$ cat src/rtl/circle_pkg.sv
// Shared types and constants for the midpoint circle rasteriser.
// Latency: none (package only).
// Backpressure: none (package only).
package circle_pkg;

    localparam int SCREEN_W_DFLT = 160;
    localparam int SCREEN_H_DFLT = 120;

    localparam int COORD_W = 10;  // signed, wide enough for 255+255 and 0-255
    localparam int CRIT_W  = 12;  // signed decision variable
    localparam int X_W     = 8;
    localparam int Y_W     = 7;
    localparam int R_W     = 8;
    localparam int C_W     = 3;

    typedef logic signed [COORD_W-1:0] coord_t;
    typedef logic signed [CRIT_W-1:0]  crit_t;

    // Octant states occupy 8..15 so bit 3 flags "emitting" and bits 2:0
    // are the octant index directly.
    typedef enum logic [3:0] {
        IDLE = 4'd0,
        DONE = 4'd1,
        OCT0 = 4'd8,
        OCT1 = 4'd9,
        OCT2 = 4'd10,
        OCT3 = 4'd11,
        OCT4 = 4'd12,
        OCT5 = 4'd13,
        OCT6 = 4'd14,
        OCT7 = 4'd15
    } state_t;

endpackage

$ cat src/rtl/circle_draw_if.sv
// Request/response and VGA pixel bundle for circle_draw.
// Latency: wires only.
// Backpressure: none; start is level-held until done is seen.
// master: requester side (drives start and draw parameters, sees done and
// the pixel stream). slave: the rasteriser.
interface circle_draw_if;
    import circle_pkg::*;

    logic           start;
    logic [C_W-1:0] colour;
    logic [X_W-1:0] centre_x;
    logic [Y_W-1:0] centre_y;
    logic [R_W-1:0] radius;
    logic           done;
    logic [X_W-1:0] vga_x;
    logic [Y_W-1:0] vga_y;
    logic [C_W-1:0] vga_colour;
    logic           vga_plot;

    modport master (
        output start, colour, centre_x, centre_y, radius,
        input  done, vga_x, vga_y, vga_colour, vga_plot
    );

    modport slave (
        input  start, colour, centre_x, centre_y, radius,
        output done, vga_x, vga_y, vga_colour, vga_plot
    );
endinterface

$ cat src/rtl/circle_octant_pt.sv
// Maps one octant offset (ox,oy) around centre (cx,cy) to a signed point + clip flag.
// Latency: combinational.
// Backpressure: none.
// Ports: oct_i octant index, cx_i/cy_i centre, ox_i/oy_i signed offsets,
// x_o/y_o signed point, on_screen_o set when the point lies inside the screen.
module circle_octant_pt
    import circle_pkg::*;
#(
    parameter int SCREEN_W = SCREEN_W_DFLT,
    parameter int SCREEN_H = SCREEN_H_DFLT
) (
    input  logic [2:0]     oct_i,
    input  logic [X_W-1:0] cx_i,
    input  logic [Y_W-1:0] cy_i,
    input  coord_t         ox_i,
    input  coord_t         oy_i,
    output coord_t         x_o,
    output coord_t         y_o,
    output logic           on_screen_o
);

    localparam coord_t X_MAX = coord_t'(SCREEN_W - 1);
    localparam coord_t Y_MAX = coord_t'(SCREEN_H - 1);

    coord_t cx_s;
    coord_t cy_s;

    // Zero-extend the unsigned centre into the signed working width.
    assign cx_s = coord_t'({{(COORD_W-X_W){1'b0}}, cx_i});
    assign cy_s = coord_t'({{(COORD_W-Y_W){1'b0}}, cy_i});

    always_comb begin
        x_o = cx_s + ox_i;
        y_o = cy_s + oy_i;
        case (oct_i)
            3'd0: begin x_o = cx_s + ox_i; y_o = cy_s + oy_i; end
            3'd1: begin x_o = cx_s + oy_i; y_o = cy_s + ox_i; end
            3'd2: begin x_o = cx_s - ox_i; y_o = cy_s + oy_i; end
            3'd3: begin x_o = cx_s - oy_i; y_o = cy_s + ox_i; end
            3'd4: begin x_o = cx_s - ox_i; y_o = cy_s - oy_i; end
            3'd5: begin x_o = cx_s - oy_i; y_o = cy_s - ox_i; end
            3'd6: begin x_o = cx_s + ox_i; y_o = cy_s - oy_i; end
            3'd7: begin x_o = cx_s + oy_i; y_o = cy_s - ox_i; end
            default: begin x_o = cx_s + ox_i; y_o = cy_s + oy_i; end
        endcase
    end

    // Sign bit clear means >= 0.
    assign on_screen_o = !x_o[COORD_W-1] && (x_o <= X_MAX) &&
                         !y_o[COORD_W-1] && (y_o <= Y_MAX);

endmodule

$ cat src/rtl/circle_draw.sv
// Midpoint circle rasteriser: one candidate pixel per clock, eight octants per step.
// Latency: first pixel the cycle after start is seen; done the cycle after the last OCT7.
// Backpressure: none; start is level-held, done held until start drops.
// Ports: clk, rst (sync, active-high), dif slave bundle carrying
// start/colour/centre_x/centre_y/radius in and done/vga_x/vga_y/vga_colour/vga_plot out.
module circle_draw
    import circle_pkg::*;
#(
    parameter int SCREEN_W = SCREEN_W_DFLT,
    parameter int SCREEN_H = SCREEN_H_DFLT
) (
    input  logic         clk,
    input  logic         rst,
    circle_draw_if.slave dif
);

    state_t         state_q, state_d;
    logic [C_W-1:0] col_q,   col_d;
    logic [X_W-1:0] cx_q,    cx_d;
    logic [Y_W-1:0] cy_q,    cy_d;
    coord_t         ox_q,    ox_d;
    coord_t         oy_q,    oy_d;
    crit_t          crit_q,  crit_d;

    logic [3:0] st_bits;
    coord_t     oy_n;
    coord_t     ox_n;
    crit_t      oy_c;
    crit_t      ox_c;

    coord_t pt_x;
    coord_t pt_y;
    logic   pt_on;

    assign st_bits = state_q;

    circle_octant_pt #(
        .SCREEN_W (SCREEN_W),
        .SCREEN_H (SCREEN_H)
    ) u_pt (
        .oct_i       (st_bits[2:0]),
        .cx_i        (cx_q),
        .cy_i        (cy_q),
        .ox_i        (ox_q),
        .oy_i        (oy_q),
        .x_o         (pt_x),
        .y_o         (pt_y),
        .on_screen_o (pt_on)
    );

    // Off-screen points still drive the low bits; the high bits only feed the clip.
    logic unused_pt_hi;
    assign unused_pt_hi = ^{pt_x[COORD_W-1:X_W], pt_y[COORD_W-1:Y_W]};

    always_ff @(posedge clk) begin
        if (rst) begin
            state_q <= IDLE;
            col_q   <= '0;
            cx_q    <= '0;
            cy_q    <= '0;
            ox_q    <= '0;
            oy_q    <= '0;
            crit_q  <= '0;
        end else begin
            state_q <= state_d;
            col_q   <= col_d;
            cx_q    <= cx_d;
            cy_q    <= cy_d;
            ox_q    <= ox_d;
            oy_q    <= oy_d;
            crit_q  <= crit_d;
        end
    end

    always_comb begin
        state_d = state_q;
        col_d   = col_q;
        cx_d    = cx_q;
        cy_d    = cy_q;
        ox_d    = ox_q;
        oy_d    = oy_q;
        crit_d  = crit_q;
        oy_n    = oy_q + coord_t'(1);
        ox_n    = ox_q - coord_t'(1);
        oy_c    = crit_t'(oy_n);
        ox_c    = crit_t'(ox_n);

        case (state_q)
            IDLE: begin
                if (dif.start) begin
                    state_d = OCT0;
                    col_d   = dif.colour;
                    cx_d    = dif.centre_x;
                    cy_d    = dif.centre_y;
                    ox_d    = coord_t'({{(COORD_W-R_W){1'b0}}, dif.radius});
                    oy_d    = '0;
                    crit_d  = crit_t'(1) - crit_t'({{(CRIT_W-R_W){1'b0}}, dif.radius});
                end
            end
            OCT7: begin
                oy_d = oy_n;
                if (crit_q[CRIT_W-1] || (crit_q == '0)) begin
                    crit_d = crit_q + (oy_c <<< 1) + crit_t'(1);
                    // x unchanged: continue while oy' <= ox
                    state_d = (oy_n <= ox_q) ? OCT0 : DONE;
                end else begin
                    ox_d   = ox_n;
                    crit_d = crit_q + ((oy_c - ox_c) <<< 1) + crit_t'(1);
                    state_d = (oy_n <= ox_n) ? OCT0 : DONE;
                end
            end
            DONE: begin
                if (!dif.start) begin
                    state_d = IDLE;
                end
            end
            default: begin
                // OCT0..OCT6 step through consecutive encodings.
                state_d = state_t'(st_bits + 4'd1);
            end
        endcase
    end

    always_comb begin
        dif.vga_x      = '0;
        dif.vga_y      = '0;
        dif.vga_colour = '0;
        dif.vga_plot   = 1'b0;
        dif.done       = (state_q == DONE);
        if (st_bits[3]) begin
            dif.vga_x      = pt_x[X_W-1:0];
            dif.vga_y      = pt_y[Y_W-1:0];
            dif.vga_colour = col_q;
            dif.vga_plot   = pt_on;
        end
    end

endmodule

$ cat src/flat_wrapper.sv
// flat-port wrapper written by rule: the top's interface ports become plain ports
module circle_draw_flat import circle_pkg::*;
#(
    parameter int SCREEN_W = SCREEN_W_DFLT,
    parameter int SCREEN_H = SCREEN_H_DFLT
)
  (clk, rst, dif_start, dif_colour, dif_centre_x, dif_centre_y, dif_radius, dif_done, dif_vga_x, dif_vga_y, dif_vga_colour, dif_vga_plot);
  circle_draw_if dif_i ();
  input  logic clk;
  input  logic rst;
  input wire logic [$bits(dif_i.start)-1:0] dif_start;
  input wire logic [$bits(dif_i.colour)-1:0] dif_colour;
  input wire logic [$bits(dif_i.centre_x)-1:0] dif_centre_x;
  input wire logic [$bits(dif_i.centre_y)-1:0] dif_centre_y;
  input wire logic [$bits(dif_i.radius)-1:0] dif_radius;
  output wire logic [$bits(dif_i.done)-1:0] dif_done;
  output wire logic [$bits(dif_i.vga_x)-1:0] dif_vga_x;
  output wire logic [$bits(dif_i.vga_y)-1:0] dif_vga_y;
  output wire logic [$bits(dif_i.vga_colour)-1:0] dif_vga_colour;
  output wire logic [$bits(dif_i.vga_plot)-1:0] dif_vga_plot;
  assign dif_i.start = dif_start;
  assign dif_i.colour = dif_colour;
  assign dif_i.centre_x = dif_centre_x;
  assign dif_i.centre_y = dif_centre_y;
  assign dif_i.radius = dif_radius;
  assign dif_done = dif_i.done;
  assign dif_vga_x = dif_i.vga_x;
  assign dif_vga_y = dif_i.vga_y;
  assign dif_vga_colour = dif_i.vga_colour;
  assign dif_vga_plot = dif_i.vga_plot;
  circle_draw #(.SCREEN_W(SCREEN_W), .SCREEN_H(SCREEN_H)) u_core (.clk(clk), .rst(rst), .dif(dif_i));
endmodule
$ cat config.mk
export PLATFORM = sky130hd
export DESIGN_NAME = circle_draw_flat
export DESIGN_NICKNAME = d
export VERILOG_FILES = /design/src/rtl/circle_pkg.sv /design/src/rtl/circle_draw_if.sv /design/src/rtl/circle_octant_pt.sv /design/src/rtl/circle_draw.sv /design/src/flat_wrapper.sv
export SDC_FILE = /design/constraint.sdc
export NUM_CORES = 1
export LEC_CHECK = 0
export BUFFER_PORTS_ARGS = -buffer_cell sky130_fd_sc_hd__buf_2
export CAP_MARGIN = 20
export CORE_AREA = 2 2 112 141
export CTS_CLUSTER_SIZE = 8
export DETAILED_ROUTE_END_ITERATION = 16
export DIE_AREA = 0 0 114 143
export PLACE_DENSITY = 0.62
export SLEW_MARGIN = 10
export SYNTH_ARGS = -nofsm -noshare
export SYNTH_HDL_FRONTEND = slang
export SYNTH_SLANG_ARGS = --single-unit
export TNS_END_PERCENT = 1
$ cat constraint.sdc
create_clock -name clk -period 7.6 [get_ports clk]
set_input_delay 0.38 -clock clk [delete_from_list [all_inputs] [get_ports clk]]
set_output_delay 0.38 -clock clk [all_outputs]
set_load 0.05 [all_outputs]
==> results of run 1 <==
==> layout make-up <==
cell class / count / area, um^2
clock buffer: 6 / 139
clock inverter: 2 / 16.3
fill: 1592 / 8470
inverter: 37 / 139
multi-input combinational: 685 / 4510
sequential: 54 / 1080
tap: 182 / 228
timing repair buffer: 55 / 305
==> registers in the layout, summed over array words and instances, names as in the netlist <==
register and count:
u_core.ox_q 10, u_core.st_bits 4, u_core.cx_q 8, u_core.cy_q 7, u_core.oy_q 10, u_core.crit_q 12, u_core.col_q 3
==> logic make-up after synthesis <==
family,Yosys count,share of synthesized area
and+or+nand+nor,308,0.254
AOI/OAI and AO/OA,244,0.260
buffers and inverters,79,0.0523
muxes,6,0.0104
xor gates and xnor gates,56,0.0833
DFF,54,0.184
adders and majority gates,71,0.157
==> per-layer routing <==
layer,GRT usage,wire (um)
met4,0.0783,486
met5,0,0
met3,0.0310,802
met1,0.282,7920
met2,0.395,8610
==> worst max-delay path: stages (launching register included) <==
cell and delay (ns):
dfxtp_1 0.60, inv_1 0.14, ha_1 0.26, or3_1 0.51, nor2_1 0.37, a221oi_1 0.21
fa_1 0.47, a21o_1 0.20, a21oi_1 0.22, o21bai_1 0.09, a21o_1 0.20, a21oi_1 0.18
mux2i_1 0.20, a31oi_1 0.11, nor4b_2 0.25, buf_2 0.30
==> how the worst max path moves through the flow <==
stage | end | depth (start not counted)
floorplan | dif_vga_plot | 15
global placement | dif_vga_plot | 15
detailed placement | dif_vga_plot | 15
CTS | dif_vga_plot | 15
global route | dif_vga_plot | 15
finish | dif_vga_plot | 15
==> Yosys cell counts (all sizes together) (5+ instances only) <==
| cell type | instances |
|---|---|
| or2 | 8 |
| xnor2 | 35 |
| nor2b | 16 |
| nand2b | 8 |
| o211ai | 6 |
| xor2 | 21 |
| a211oi | 19 |
| o22ai | 6 |
| a21o | 11 |
| a221oi | 7 |
| a31oi | 11 |
| a21oi | 93 |
| inv | 36 |
| and2 | 18 |
| fa | 5 |
| o21ai | 39 |
| a22oi | 12 |
| ha | 66 |
| o21a | 12 |
| nand3 | 15 |
| nor4 | 9 |
| or3 | 6 |
| nor2 | 84 |
| mux2i | 5 |
| clkbuf | 40 |
| dfxtp | 54 |
| nand4 | 5 |
| nand2 | 85 |
| and3 | 10 |
| nor3 | 34 |
==> cell usage in the layout (no fill, tap or decap), types with 5 or more instances in the layout <==
cell       instances
xnor2_1           35
and3_1            10
a22oi_1           12
dfxtp_1           54
nand2b_1           8
clkbuf_16          5
ha_1              66
and2_1            17
a21oi_1           93
or3_1              6
mux2i_1            5
o21a_1            12
a221oi_1           7
nand2_1           85
inv_1             36
buf_4              6
fa_1               5
nor2b_1           16
nand4_1            5
o21ai_0           39
o22ai_1            6
buf_2             48
or2_2              7
a211oi_1          19
nor2_1            83
xor2_1            21
nor3_1            34
o211ai_1           6
a21o_1            11
a31oi_1           10
nor4_1             7
nand3_1           15
==> through the flow <==
| stage | power [mW] | area (um^2) | hold slack, ns | util |
|---|---|---|---|---|
| after floorplan | 1.68 | 5890 | 0.432 | - |
| after global placement | 2.04 | 6240 | 0.439 | 0.419 |
| after detailed placement | 2.05 | 6240 | 0.443 | 0.419 |
| after CTS | 2.32 | 6400 | 0.293 | 0.430 |
| after global routing | 2.53 | 6420 | 0.300 | 0.431 |
| final | 2.31 | 6420 | 0.292 | 0.431 |
==> power breakdown <==
group / internal [mW] / total (mW) / switching [mW]
clock network: 0.133 / 0.259 / 0.125
logic: 0.625 / 1.64 / 1.02
registers: 0.336 / 0.410 / 0.0740
==> flow_summary.toml, run 1 <==
[clock_tree]
clk_latency_ns = 0.32
clockBufferDepth = 2
root_buffer = "clkbuf_16"
htreeDepth = 2
hold_buffers = 0
cts_tree = "built"
cts_made_buffers = 5
clkTransAtPathRegs_ns = 0.08
clkSinkCount = 54
post-cts-setup-buffers = 0
cts-resized-gates = 0

[critical_path]
rr_endpoint = "u_core.crit_q[11]"
reg2reg_depth = 18
regToRegStartpoint = "u_core.ox_q[0]"
end_kind = "output pin"
crit_type = "reg2out"
r2r_setup_slack_ns = 3.49
arrival_ns = 4.63
crit_path_start = "u_core.st_bits[2]"
cp-start-kind = "register"
required_ns = 7.22
crit_fanout = 15

[timing]
min_period_over_period = 0.660
slew_viol_final = 0
clock.fmax_mhz = 199
min_period_ns = 5.01
report.final.hold_viol_count = 0
max_slew.worst_pin.slew_ns = 0.988
slew_headroom = 0.339
fin_ws_ns = 2.59
finalSetupViolations = 0
fin_skew_ns = 0.00995
rsz0062_at_grt = "no"
final.setup.tns_ns = 0

[yosys]
yosysUniqueCellTypes = 60
async_reset_ff_frac = 0
ys_warn_count = 0
syn_area_um2 = 5890
synth_nets = 918
synth_enable_flop_cells = 0
yosysSeqAreaShare = 0.184
synth_area_per_cell_um2 = 7.20
synth_flop_cell = "dfxtp_1"
synth-seq-cells = 54
yosysTopAreaCell = "dfxtp_1"
synth.area.top_cells = "dfxtp_1 18%, ha_1 14%, a21oi_1 7.9%, nand2_1 5.4%, nor2_1 5.4%"
synthCells = 818
yosysTopAreaCellShare = 0.184

[floorplanning]
dieArea_um2 = 16300
row_count = 50
core_um2 = 14900
fp.dieW_um = 114
start_util = 0.396
top_level_ports = 49
die_height_um = 143

[power_and_ir_drop]
power_density_nw_per_um2 = 360
ir_drop_v = 0.000155
p_leak_nw = 2.72

[placement]
portBuffers = 48
post-place-ws_ns = 2.91
dp_hpwl_um = 13600
dp_cells = 1012
gp_congestion = 0.930

[grt]
antenna_found_initial = 0
grt_pass1_vias = 5551
grt_pass1_wl_um = 29200
overflow = 0
grt_max_degree = 54
globalRouteTotalUtil = 0.226

[finish]
synthToLayoutAreaGrowth_pct = 8.96
layout.cells.non_filler = 1021
drive_gt1_frac = 0.0930
nets = 938
antennaDiodeCount = 0

[detailed_routing]
viasPerCell = 5.80
wire_per_inst_um = 17.5
num_vias = 5925
remaining_drc_errors = 0
dr.pass1.iters = 5
drt_wl_total_um = 17800
drtIter0Drc = 365
antenna_left = 0

[worst_hold_path]
hold_path_class = "in2reg"
min-delay-start = "dif_centre_y[0]"
hold_end = "u_core.cy_q[0]"
holdPathStages = 3

[job]
maxCapViolCount = 0

[status]
status = "finished, final reports clean"
No activity file was read; power rests on OpenSTA's default activity.
==> run 2, diff against run 1 <==
Settings changed: PLACE_DENSITY 0.62 to 0.65.
Clock period 7.6 ns to 4.4 ns, I/O delays scaled along.
==> run 2 against run 1 <==
Net effect: critical path depth increased by 2; largest power group unchanged; clock-buffer cell count unchanged; register-to-register slack got worse by 3.1 ns; non-clock buffer count increased by 21; clock power increased by 58%; cell count increased by 2.0%; critical endpoint unchanged; final area increased by 3.5%.
==> flow_summary.toml, run 2 (synthesis results as in run 1) <==
[status]
status = "finished, final reports clean"

[critical_path]
cpPeakStageDelay_ns = 0.41
critPathBufInv = 3
crit_path_frequent_cell = "a21o_1"
crit_fanout = 8
crit_type = "reg2out"
end_kind = "output pin"
crit_slowest_cell = "fa_1"
cp-start-kind = "register"
arrival_ns = 3.90
cp_cell_sequence = "ha_4, ha_2, nor3_1, buf_4, o21ai_0, ha_1, inv_1, fa_1, a21o_1, a21oi_2, o21bai_1, a21o_1, a21oi_1, mux2i_1, a31oi_1, nor4b_4, buf_6"
required_ns = 4.18
critical-path-top-delay-family = "compound AO/OA/AOI/OAI gates"

[floorplanning]
core_um2 = 14900
fp.dieW_um = 114
die_height_um = 143
row_count = 50
top_level_ports = 49
dieArea_um2 = 16300
start_util = 0.396

[job]
maxCapViolCount = 0

[timing]
clock.fmax_mhz = 243
slew_headroom = 0.308
whs_ns = 0.148
fin_skew_ns = 0.00632
finalSetupViolations = 0
min_period_over_period = 0.936
max_slew.worst_pin.slew_ns = 1.03
report.final.hold_viol_count = 0
slew_viol_final = 0
min_period_ns = 4.12

[finish]
layout_common_cells = "89 x a21oi_1, 85 x nand2_1, 84 x nor2_1"
largest_reg_flops = 12
largestRegisters = "u_core.crit_q: 12 flops, u_core.ox_q: 10 flops, u_core.oy_q: 10 flops"
antennaDiodeCount = 0
fillers = 1538
utilization = 0.446
synthToLayoutAreaGrowth_pct = 12.7
layout.cells.non_filler = 1041
top_register = "u_core.crit_q"
nets = 959
drive_gt1_frac = 0.128
layout_commonest_cell = "a21oi_1"

[placement]
dp_cells = 1033
portBuffers = 48
dp_hpwl_um = 13800
gp_congestion = 0.981

[detailed_routing]
antenna_left = 0
drt_wl_total_um = 17800
remaining_drc_errors = 0
viasPerCell = 5.78
wire_per_inst_um = 17.1
num_vias = 6019
drtIter0Drc = 421
dr.pass1.iters = 7

[grt]
grt_max_degree = 54
global_route.usage.met2 = 0.401
grt_pass1_wl_um = 29000
overflow = 0
use_met1 = 0.276
grt_pass1_vias = 5727
antenna_found_initial = 0
globalRouteTotalUtil = 0.225
grt_busiest_layer = "met2"
grt_util_met3 = 0.0233

[worst_hold_path]
hold_path_class = "in2reg"

[power_and_ir_drop]
switching_power_mw = 2.13
p_leak_nw = 2.82
clkPwrFrac = 0.100
power_switching_share = 0.521
internal-power_mw = 1.96
pwr-share-seq = 0.175
comb_power_share = 0.725
power_density_nw_per_um2 = 616
ir_drop_v = 0.000267
power_mw = 4.09

[clock_tree]
post-cts-setup-buffers = 0
hold_buffers = 0
clkSinkCount = 54
clk_latency_ns = 0.31
htreeDepth = 2
clkTransAtPathRegs_ns = 0.07
cts_tree = "built"
clockBufferDepth = 2
cts_made_buffers = 5
root_buffer = "clkbuf_16"
run 2: per-layer routing:
| metal | wire [um] | part of all wire | vias up |
|---|---|---|---|
| li1 | - | - | 3028 |
| met1 | 7660 | 0.43 | 2793 |
| met2 | 8840 | 0.50 | 165 |
| met3 | 751 | 0.042 | 33 |
| met4 | 507 | 0.029 | 0 |
| met5 | 0 | 0 | - |
run 2: cell type report:
cell class                 count  area [um^2]  area share
clock buffer                   6          129      0.0194
clock inverter                 1         7.51     0.00113
tap                          182          228      0.0343
multi-input combinational    685         4570       0.689
timing repair buffer          76          477      0.0718
sequential                    54         1090       0.164
inverter                      37          139      0.0209
run 2: repair_timing:
item	CTS	global route
endpoints found under the setup margin	1	5
pin swaps	0	0
resized for setup	4	18
run 2: power by group through the flow:
stage                     sequential [mW]  combinational, mW  clock (mW)
after floorplan                     0.658               2.26           0
after detailed placement            0.718               2.92           0
after global placement              0.720               2.89           0
after CTS                           0.707               2.93       0.421
final                               0.715               2.97       0.410
after global routing                0.731               3.29       0.434
run 2: worst paths after layout:
check,start,endpoint,slack [ns],cells past startpoint
worst min register to register,u_core.col_q[2],u_core.col_q[2],0.45,2
worst min-delay path,dif_colour[2],u_core.col_q[2],0.15,3
worst max-delay path,u_core.st_bits[1],dif_vga_plot,0.28,17
worst max register to register,u_core.ox_q[1],u_core.crit_q[9],0.39,17
run 2: worst min-delay path: stages:
cell and delay (ns):
buf_2 0.09, nand2_1 0.04, a21oi_1 0.05
run 2: metrics by stage:
step | setup WS, ns | instance area [um^2] | TNS, ns
final | 0.283 | 6640 | 0
after CTS | 0.00606 | 6560 | 0
after global placement | 0.266 | 6410 | 0
after detailed placement | 0.0948 | 6410 | 0
after floorplan | 0.176 | 5900 | 0
after global routing | -0.0104 | 6640 | -0.0104
==> run 3, diff against run 2 <==
Settings changed: SETUP_SLACK_MARGIN from default to 0.3.
==> run 3 against run 2 <==
Net effect: clock power up 7.6%; wire length rose by 6.9%; global-route usage is 0.61 points higher; cell count rose by 1.5%; core utilization rose by 2.8 points; flip-flop and latch count did not move; non-clock buffer count is 15 higher; maximum frequency increased by 3.4%; hold slack got worse by 0.016 ns; total power grew 6.2%; critical path depth rose by 1; critical endpoint unchanged; largest cell class unchanged.
==> flow_summary.toml, run 3 (synthesis results as in run 1) <==
[floorplanning]
dieArea_um2 = 16300
fp.dieW_um = 114
die_height_um = 143
top_level_ports = 49
row_count = 50
start_util = 0.396
core_um2 = 14900

[timing]
clock.fmax_mhz = 251
fin_skew_ns = 0.00696
report.final.hold_viol_count = 0
min_period_over_period = 0.905
final.setup.tns_ns = 0
min_period_ns = 3.98
finalSetupViolations = 0
slew_headroom = 0.255
max_slew.worst_pin.slew_ns = 1.12
rsz0062_at_grt = "yes"
slew_viol_final = 0

[critical_path]
crit_type = "reg2out"
end_kind = "output pin"
crit_fanout = 7
arrival_ns = 3.76
required_ns = 4.18
cp-start-kind = "register"

[detailed_routing]
drt_wl_total_um = 19000
dr.pass1.iters = 5
remaining_drc_errors = 0
antenna_left = 0
drtIter0Drc = 462
wire_per_inst_um = 18.0
viasPerCell = 5.87
num_vias = 6202

[clock_tree]
cts_made_buffers = 5
htreeDepth = 2
clk_latency_ns = 0.32
clkTransAtPathRegs_ns = 0.08
cts_tree = "built"
root_buffer = "clkbuf_16"
clockBufferDepth = 2
clkSinkCount = 54

[power_and_ir_drop]
pwr-share-seq = 0.162
power_switching_share = 0.518
power_density_nw_per_um2 = 616
internal-power_mw = 2.09
switching_power_mw = 2.25
p_leak_nw = 2.97
comb_power_share = 0.737
ir_drop_v = 0.000305
clkPwrFrac = 0.102
power_mw = 4.35

[finish]
nets = 974
largestRegisters = "u_core.crit_q: 12 flops, u_core.ox_q: 10 flops, u_core.oy_q: 10 flops"
largest_reg_flops = 12
layout_commonest_cell = "a21oi_1"
multi_input_area_um2 = 4860
layout_common_cells = "86 x a21oi_1, 84 x nand2_1, 81 x nor2_1"
fillers = 1526
register_area_um2 = 1090
antennaDiodeCount = 0
synthToLayoutAreaGrowth_pct = 19.7
drive_gt1_frac = 0.197
top_register = "u_core.crit_q"

[placement]
dp_hpwl_um = 14000
gp_congestion = 0.982
portBuffers = 48

[grt]
overflow = 0
grt_pass1_wl_um = 29700
grt_max_degree = 54
antenna_found_initial = 0
globalRouteTotalUtil = 0.231
grt_pass1_vias = 5812

[worst_hold_path]
hold_path_class = "in2reg"

[status]
status = "finished, final reports clean"

[job]
maxCapViolCount = 0
[run 3: cell types whose count changed in the layout (fill, tap and decap cells not counted), moves of 4 or more]
cell / previous run / this run
o21ai_1: 1 / 5
inv_1: 36 / 31
buf_4: 27 / 41
ha_4: 1 / 7
ha_1: 62 / 56
o21ai_0: 38 / 31
inv_2: 0 / 4
[run 3: final cells by class]
| type | instances | share of cell area |
|---|---|---|
| multi-input cells | 685 | 0.689 |
| flip-flops and latches | 54 | 0.155 |
| repair buffers | 91 | 0.0818 |
| well taps | 182 | 0.0323 |
| inverters | 37 | 0.0202 |
| clock buffers | 6 | 0.0197 |
| clock inverters | 2 | 0.00177 |
[run 3: path summary, 6_finish.rpt]
path                     start                end  slack [ns]  cells after the start
max          u_core.st_bits[1]       dif_vga_plot        0.42                     18
min            dif_centre_x[1]     u_core.cx_q[1]        0.13                      3
min reg2reg    u_core.col_q[1]    u_core.col_q[1]        0.45                      2
max reg2reg     u_core.oy_q[0]  u_core.crit_q[11]        0.51                     18
[run 3: critical path: stages (launching register included)]
cell	delay (ns)
dfxtp_4	0.39
inv_2	0.07
ha_4	0.18
buf_4	0.16
nor2_1	0.10
buf_4	0.14
nand2_1	0.07
or3_1	0.33
o2111ai_2	0.10
ha_1	0.29
nor2b_1	0.15
o21ai_0	0.22
a21boi_1	0.12
o21ai_1	0.22
nand2b_1	0.10
xor2_1	0.15
o21ai_0	0.21
nor4b_4	0.24
buf_6	0.19
[run 3: metal layers]
| layer | wire, um | track usage | vias up |
|---|---|---|---|
| met1 | 8180 | 0.284 | 2904 |
| met3 | 850 | 0.0357 | 53 |
| met5 | 0 | 0 | - |
| li1 | - | - | 3054 |
| met4 | 741 | 0.0834 | 0 |
| met2 | 9210 | 0.406 | 191 |
[run 3: power groups by stage]
stage          Sequential [mW]  Clock (mW)  Combinational (mW)
3_3_place_gp             0.699           0                2.91
4_1_cts                  0.693       0.445                2.99
6_report                 0.703       0.441                3.20
3_5_place_dp             0.699           0                2.93
2_1_floorplan            0.658           0                2.26
5_1_grt                  0.715       0.470                3.51
[run 3: metrics by stage]
| stage | util | hold WS (ns) | std cells | setup slack, ns | cell area [um^2] |
|---|---|---|---|---|---|
| global placement | 0.428 | 0.442 | 1028 | 0.179 | 6370 |
| floorplan | - | 0.356 | 818 | 0.306 | 5900 |
| global route | 0.474 | 0.132 | 1057 | 0.210 | 7050 |
| CTS | 0.445 | 0.133 | 1038 | 0.312 | 6630 |
| detailed placement | 0.428 | 0.445 | 1028 | 0.129 | 6370 |
| finish | 0.474 | 0.132 | 1057 | 0.417 | 7050 |
[run 3: what timing repair did]
action | CTS | global route
pin swaps | 2 | 13
resized for setup | 28 | 63
setup endpoints to repair | 3 | 7
setup buffers | 2 | 19
hold buffers | 0 | 0
